$ cat config.mk
export PLATFORM = sky130hd
export DESIGN_NAME = vram_arbiter
export DESIGN_NICKNAME = d
export VERILOG_FILES = /design/src/rtl/vram_arbiter.sv
export SDC_FILE = /design/constraint.sdc
export NUM_CORES = 1
export LEC_CHECK = 0
export BUFFER_PORTS_ARGS = -buffer_cell sky130_fd_sc_hd__buf_2
export CORE_MARGIN = 3
export CORE_UTILIZATION = 58
export CTS_BUF_LIST = sky130_fd_sc_hd__clkbuf_2
export CTS_CLUSTER_DIAMETER = 50
export DETAILED_ROUTE_END_ITERATION = 10
export GPL_TIMING_DRIVEN = 0
export PLACE_DENSITY = 0.83
export RECOVER_POWER = 100
export SLEW_MARGIN = 20
export SYNTH_ARGS = -nofsm -noshare
export SYNTH_HDL_FRONTEND = slang
export SYNTH_SLANG_ARGS = --single-unit
$ cat constraint.sdc
create_clock -name clk -period 4.17 [get_ports clk]
set_input_delay 0.834 -clock clk [delete_from_list [all_inputs] [get_ports clk]]
set_output_delay 0.834 -clock clk [all_outputs]
set_load 0.05 [all_outputs]
$ cat src/rtl/vram_arbiter.sv
// vram_arbiter: shares one single-port pixel memory between VGA scan-out reads and buffered host writes.
// Latency: rgb/hsync/vsync update 2 clk after each p_tick. A host write reaches memory at least 1 clk after acceptance.
// Backpressure: wr_ready drops while the write FIFO is full. Display reads are never stalled.
//
// Ports:
//   clk, reset                         clock and asynchronous active-high reset
//   p_tick, video_on, hsync_in,        timing inputs from vga_sync
//   vsync_in, pixel_x, pixel_y
//   wr_valid/wr_ready/wr_addr/wr_data  host write channel (valid/ready)
//   mem_addr/mem_we/mem_wdata          combinational memory command
//   mem_rdata                          memory read data, valid the cycle after the read
//   rgb, hsync, vsync                  registered colour and re-timed sync
//   drop_cnt                           saturating count of out-of-range host writes
module vram_arbiter #(
  parameter int H_RES      = 640,
  parameter int V_RES      = 480,
  parameter int ADDR_W     = 19,
  parameter int DATA_W     = 3,
  parameter int FIFO_DEPTH = 4
) (
  input  logic              clk,
  input  logic              reset,
  input  logic              p_tick,
  input  logic              video_on,
  input  logic              hsync_in,
  input  logic              vsync_in,
  input  logic [9:0]        pixel_x,
  input  logic [9:0]        pixel_y,
  input  logic              wr_valid,
  output logic              wr_ready,
  input  logic [ADDR_W-1:0] wr_addr,
  input  logic [DATA_W-1:0] wr_data,
  output logic [ADDR_W-1:0] mem_addr,
  output logic              mem_we,
  output logic [DATA_W-1:0] mem_wdata,
  input  logic [DATA_W-1:0] mem_rdata,
  output logic [DATA_W-1:0] rgb,
  output logic              hsync,
  output logic              vsync,
  output logic [7:0]        drop_cnt
);

  localparam int PW = $clog2(FIFO_DEPTH);
  // One extra bit so a full frame of exactly 2^ADDR_W pixels does not wrap to 0.
  localparam logic [ADDR_W:0] PIX_TOTAL = (ADDR_W+1)'(H_RES * V_RES);

  // Host write FIFO. Pointers carry one wrap bit to tell full from empty.
  logic [ADDR_W-1:0] r_fifo_addr [FIFO_DEPTH];
  logic [DATA_W-1:0] r_fifo_data [FIFO_DEPTH];
  logic [PW:0]       r_wptr;
  logic [PW:0]       r_rptr;

  logic [PW:0]       w_used;
  logic              w_full;
  logic              w_empty;
  logic              w_accept;
  logic              w_in_range;
  logic              w_push;
  logic              w_pop;
  logic              w_disp;
  logic [ADDR_W-1:0] w_disp_addr;

  // Display pipeline state.
  logic              r_pend;
  logic              r_st_von;
  logic              r_st_hs;
  logic              r_st_vs;
  logic [DATA_W-1:0] r_rgb;
  logic              r_hs;
  logic              r_vs;
  logic [7:0]        r_drop;

  assign w_used     = r_wptr - r_rptr;
  assign w_full     = (w_used == (PW+1)'(FIFO_DEPTH));
  assign w_empty    = (r_wptr == r_rptr);
  assign wr_ready   = !w_full;
  assign w_accept   = wr_valid && wr_ready;
  assign w_in_range = ({1'b0, wr_addr} < PIX_TOTAL);
  // Out-of-range writes complete the handshake but are never stored.
  assign w_push     = w_accept && w_in_range;

  // The scan-out read owns the memory in any ticked active cycle.
  assign w_disp      = p_tick && video_on;
  assign w_pop       = !w_disp && !w_empty;
  assign w_disp_addr = ADDR_W'(pixel_y) * ADDR_W'(H_RES) + ADDR_W'(pixel_x);

  always_comb begin
    mem_addr  = '0;
    mem_we    = 1'b0;
    mem_wdata = '0;
    if (w_disp) begin
      mem_addr = w_disp_addr;
    end else if (!w_empty) begin
      mem_addr  = r_fifo_addr[r_rptr[PW-1:0]];
      mem_wdata = r_fifo_data[r_rptr[PW-1:0]];
      mem_we    = 1'b1;
    end
  end

  // FIFO storage needs no reset: entries are only read behind the write pointer.
  always_ff @(posedge clk) begin
    if (w_push) begin
      r_fifo_addr[r_wptr[PW-1:0]] <= wr_addr;
      r_fifo_data[r_wptr[PW-1:0]] <= wr_data;
    end
  end

  always_ff @(posedge clk or posedge reset) begin
    if (reset) begin
      r_wptr <= '0;
      r_rptr <= '0;
    end else begin
      if (w_push) r_wptr <= r_wptr + 1'b1;
      if (w_pop)  r_rptr <= r_rptr + 1'b1;
    end
  end

  always_ff @(posedge clk or posedge reset) begin
    if (reset) begin
      r_drop <= '0;
    end else if (w_accept && !w_in_range && (r_drop != 8'hFF)) begin
      r_drop <= r_drop + 8'd1;
    end
  end

  // Every tick, blank or not, is staged and produces an output update one clk
  // later, when the read data for that tick is on mem_rdata.
  always_ff @(posedge clk or posedge reset) begin
    if (reset) begin
      r_pend   <= 1'b0;
      r_st_von <= 1'b0;
      r_st_hs  <= 1'b0;
      r_st_vs  <= 1'b0;
      r_rgb    <= '0;
      r_hs     <= 1'b0;
      r_vs     <= 1'b0;
    end else begin
      r_pend <= p_tick;
      if (p_tick) begin
        r_st_von <= video_on;
        r_st_hs  <= hsync_in;
        r_st_vs  <= vsync_in;
      end
      if (r_pend) begin
        r_rgb <= r_st_von ? mem_rdata : '0;
        r_hs  <= r_st_hs;
        r_vs  <= r_st_vs;
      end
    end
  end

  assign rgb      = r_rgb;
  assign hsync    = r_hs;
  assign vsync    = r_vs;
  assign drop_cnt = r_drop;

endmodule

* After elaboration in Yosys (flattened, before gate mapping)
Memories as Yosys holds them, arrays and structs flattened.
Index checks and enable logic that the tools add are counted.
** Word-level totals
- Logic and storage cells :: 41
- Latch bits :: 0
- ROM bits :: 0
- Output and inout bits :: 37
- Memories :: 2
- RAM bits :: 88
- Register bits after elaboration :: 23
- Bits of input ports :: 52
** Cells by class
- Multiplexer cells :: 9
- Multiply operators :: 1
- Bitwise logic cells :: 0
- Divide/modulo/power cells :: 0
- Reductions and logical operators :: 10
- Add/sub/neg operators :: 5
- $lt $le $gt $ge :: 1
- Equal/unequal tests :: 3
- Shift-type cells :: 0
** Memories
- r_fifo_addr :: depth 4, bits a word 19, read ports 1, clocked after Yosys merged registers in 0, write ports 1, RTL line 48 : logic [ADDR_W-1:0] r_fifo_addr [FIFO_DEPTH];
- r_fifo_data :: depth 4, bits a word 3, read ports 1, clocked after Yosys merged registers in 0, write ports 1, RTL line 49 : logic [DATA_W-1:0] r_fifo_data [FIFO_DEPTH];
** Operators by type and width (number)
- 19-bit 2-to-1 mux :: 2
- 19-bit by 10-bit adder with 19-bit output :: 1
- 19-bit less-than comparator (second input constant) :: 1
- 10-bit by 3-bit multiplier with 12-bit output (second input constant) :: 1
- 3-bit 2-to-1 mux :: 3
- 8-bit by 1-bit adder with 8-bit output (second input constant) :: 1
- 8-bit != test (second input constant) :: 1
- 3-bit by 1-bit adder with 3-bit output (second input constant) :: 2
- 1-bit logical AND :: 6
- 1-bit zero test :: 4
- 1-bit 2-to-1 mux :: 4
- 3-bit == test :: 1
- 3-bit == test (second input constant) :: 1
- 3-bit subtractor :: 1

* Longest topological paths before layout
- Depth in word-level cells :: 7
- Mapped depth :: 9
- Mapped depth without buffers :: 9

* Worst setup path after synthesis
No wires, ideal clock.
- Path type :: input to output
- Start point :: in pixel_y[1]
- End point :: out mem_addr[17]
- Data required time :: 3336 ps
- Stages on the path :: 9
- Path slack :: -425 ps
- Arrival :: 3761 ps
- Buffers on the path :: 0
- Cells stage by stage :: ha_1 > ha_1 > fa_1 > a211oi_1 > nor3b_1 > nor3_1 > nand4_1 > xor2_1 > o21ai_0
** Between the ends
- Cells in the longest elaborated chain, start to end :: 3
** RTL lines
- start, declared :: RTL line 28 : input logic [9:0] pixel_y,
- 10-bit by 3-bit multiplier with 12-bit output :: RTL line 85 : assign w_disp_addr = ADDR_W'(pixel_y) * ADDR_W'(H_RES) + ADDR_W'(pixel_x);
- 19-bit by 10-bit adder with 19-bit output :: RTL line 85
- 19-bit 2-to-1 mux :: RTL line 91 : if (w_disp) begin
- end, declared :: RTL line 33 : output logic [ADDR_W-1:0] mem_addr,
Every way passes these cells.

* Final worst setup path
- Start point :: in pixel_y[1]
- End point :: out mem_addr[18]
Same word-level chain as after synthesis.

==> run metrics <==
status finished, final reports clean; drt pass-1 iters 4; Worst Setup Start Kind input pin; diode count 0; Overall Global Routing Usage 21.28%; Final Power 0.004008 W; Starting Density 61.37%; CTS tree done; die height 100.6 µm; core area 0.008464 mm²; Netlist cell types 43; HPWL after detailed placement 6988 µm; reg2reg setup slack 0.63 ns; Placed Cells 530; number of buffers created by CTS 9; insertion delay to the later sink of the worst-skew pair 0.59 ns; Final Hold Viols 0; leak pwr 2.236 nW; clk_skew 0.05029 ns; f_max 0.2443 GHz; number of synthesized flops with an enable pin 88; synthesized area 0.005195 mm²; Std-Cell Rows 33; critical path class input pin to output pin; first-pass GRT wire length 16560 µm; Post-Synthesis Cells 337; largest net degree at the start of global routing 24; GRT Residual Overflow 0; crit path capture type output pin; DR iter-0 viols 212; Max VDD drop 529.6 µV; RePlAce Congestion 0.8081; final non-filler cell total 547; DRC errors left 0; Final Max Tran Viols 0; Crit Path Max Fanout 3; Via-to-Cell Ratio 5.810; post-layout minimum cycle time 4.094 ns; Die Wd 100.6 µm; Layout area overhead 14.45%; clock transition at the registers of the reported paths 0.33 ns; syn nets 418; yosys warns 0; max_cap viols 0; CTS root buffer clkbuf_2; via count 3178; post-synthesis async set-or-reset flop share 20.72%; Worst EP required 3.34 ns; fraction of layout cells with a size suffix above 1 26.02%; Clock Sinks 111; area of the die 0.01013 mm²; Post-synth top flop edfxtp_1; Yosys reg bits 111; vias in the first global route 3330; input/output buffers 88; H-tree depth 3; Seq/Total Area, Yosys 61.95%; I/O Pins 89; nets@finish 518; max_slew headroom 17.09%; Mean Syn Cell Area 15.42 µm²; fill count 582; worst slew pin tran 1.244 ns; Setup-failing EPs final 0; crit path DAT 3.26 ns; initial antenna violation count 0; pwr/cell area 674.2 mW/mm²; Tcrit/Tclk final 98.18%; Worst Hold Class input pin to async pin; Routed WL 10210 µm; Final ANT Viol Nets 0; DR WL/cell 18.66 µm; Clock Path Buffers 2
cells in the final DEF, fill, tap and decap left out, types with 10 or more instances in the layout:
cell / Yosys / layout
nand2_1: 22 / 22
inv_1: 14 / 14
clkbuf_1: 7 / 48
buf_2: 3 / 33
ha_1: 27 / 25
o21ai_0: 18 / 13
xnor2_1: 10 / 10
edfxtp_1: 88 / 88
xor2_1: 14 / 11
mux4_2: 22 / 22
clkbuf_2: 0 / 23
dfrtp_1: 23 / 23
flip-flops by register name, indices dropped and copies added (netlist names):
register,flops
r_rptr,3
r_fifo_addr,76
r_st_von,1
r_st_hs,1
drop_cnt,8
r_fifo_data,12
vsync,1
r_pend,1
hsync,1
rgb,3
r_st_vs,1
r_wptr,3
final timing paths:
path	from	end	cells after the start
hold reg to reg	drop_cnt[6]	drop_cnt[6]	1
max in group asynchronous	reset	drop_cnt[4]	2
hold / removal	reset	vsync	2
setup reg to reg	r_rptr[1]	r_fifo_addr[3][13]	8
min in group clk	p_tick	r_pend	1
setup / recovery	pixel_y[1]	mem_addr[18]	11
power breakdown:
| part | switching [W] | internal [W] | total [W] |
|---|---|---|---|
| logic | 0.00139 | 0.000638 | 0.00203 |
| registers | 0.000105 | 0.00140 | 0.00151 |
| clock network | 0.000376 | 0.0000994 | 0.000476 |
| total | 0.00187 | 0.00214 | 0.00401 |
critical path, cell delays in order:
cell      delay [ns]
buf_2           0.13
ha_4            0.26
ha_2            0.19
fa_2            0.47
o211a_1         0.15
o21a_1          0.11
and2_4          0.17
and4_4          0.21
a311o_1         0.37
o211ai_1        0.13
buf_4           0.24
cells in the mapped netlist, drive strengths merged (3+ instances only):
cell type	instances	area, µm²
a21oi	5	25.02
mux4	22	495.5
a211oi	3	22.52
xor2	14	122.6
a21o	3	22.52
o2111ai	3	26.28
nand4	6	37.54
nand2	22	82.58
clkbuf	7	26.28
o21ai	19	95.09
inv	14	52.55
nor2b	5	31.28
mux2	5	56.30
dfrtp	23	575.6
xnor2	11	103.9
and2	10	62.56
edfxtp	88	2643
nand3	7	35.03
a22o	8	70.07
nor2	9	33.78
buf	3	15.01
ha	27	337.8
layout make-up:
cell class / instances / area, µm² / share of cell area (%)
buffer: 10 / 46.29 / 0.7786
clock buffer: 9 / 45.04 / 0.7576
clock inverter: 7 / 71.32 / 1.199
inverter: 14 / 52.55 / 0.8838
multi-input combinational: 202 / 1982 / 33.33
sequential: 111 / 3218 / 54.12
tap: 105 / 131.4 / 2.210
timing repair buffer: 89 / 399.1 / 6.713
kinds of logic (layout without fill, tap and decap cells):
kind of cell | Yosys count | after routing | synth area share, %
adders and majority gates | 29 | 29 | 7.274
DFF | 111 | 111 | 61.95
buffers and inverters | 24 | 129 | 1.806
and+or+nand+nor | 67 | 67 | 6.527
xor gates and xnor gates | 25 | 25 | 4.359
AOI/OAI and AO/OA | 54 | 54 | 7.467
muxes | 27 | 27 | 10.62
stage by stage:
stage | area, µm² | hold WS [ns] | TNS [ns] | setup WS (ns) | util [%]
floorplan | 5239 | 0.4749 | -0.01168 | -0.01168 | -
global placement | 5811 | 0.4706 | -0.04339 | -0.04339 | 68.65
detailed placement | 5813 | 0.4938 | -0.1127 | -0.1022 | 68.68
CTS | 5959 | 0.3449 | 0 | 0.01232 | 70.41
global route | 5946 | 0.3628 | -0.02042 | -0.02042 | 70.24
finish | 5946 | 0.3531 | 0 | 0.07595 | 70.24
routing by layer:
layer  track usage, %  share of wire, %  up-vias
li1                 -                 -     1504
met1            29.21                43     1575
met2            34.94                50       94
met3            4.983               6.1        5
met4            4.974              0.70        0
met5                0                 0        -
what timing repair did:
action / CTS / global route
buffers inserted: 0 / 1
pin swaps: 0 / 3
endpoints found under the hold margin: 0 / 0
hold buffers: 0 / 0
endpoints found under the setup margin: 23 / 6
gates resized for setup: 7 / 9
(Power assumes the default switching activity.)
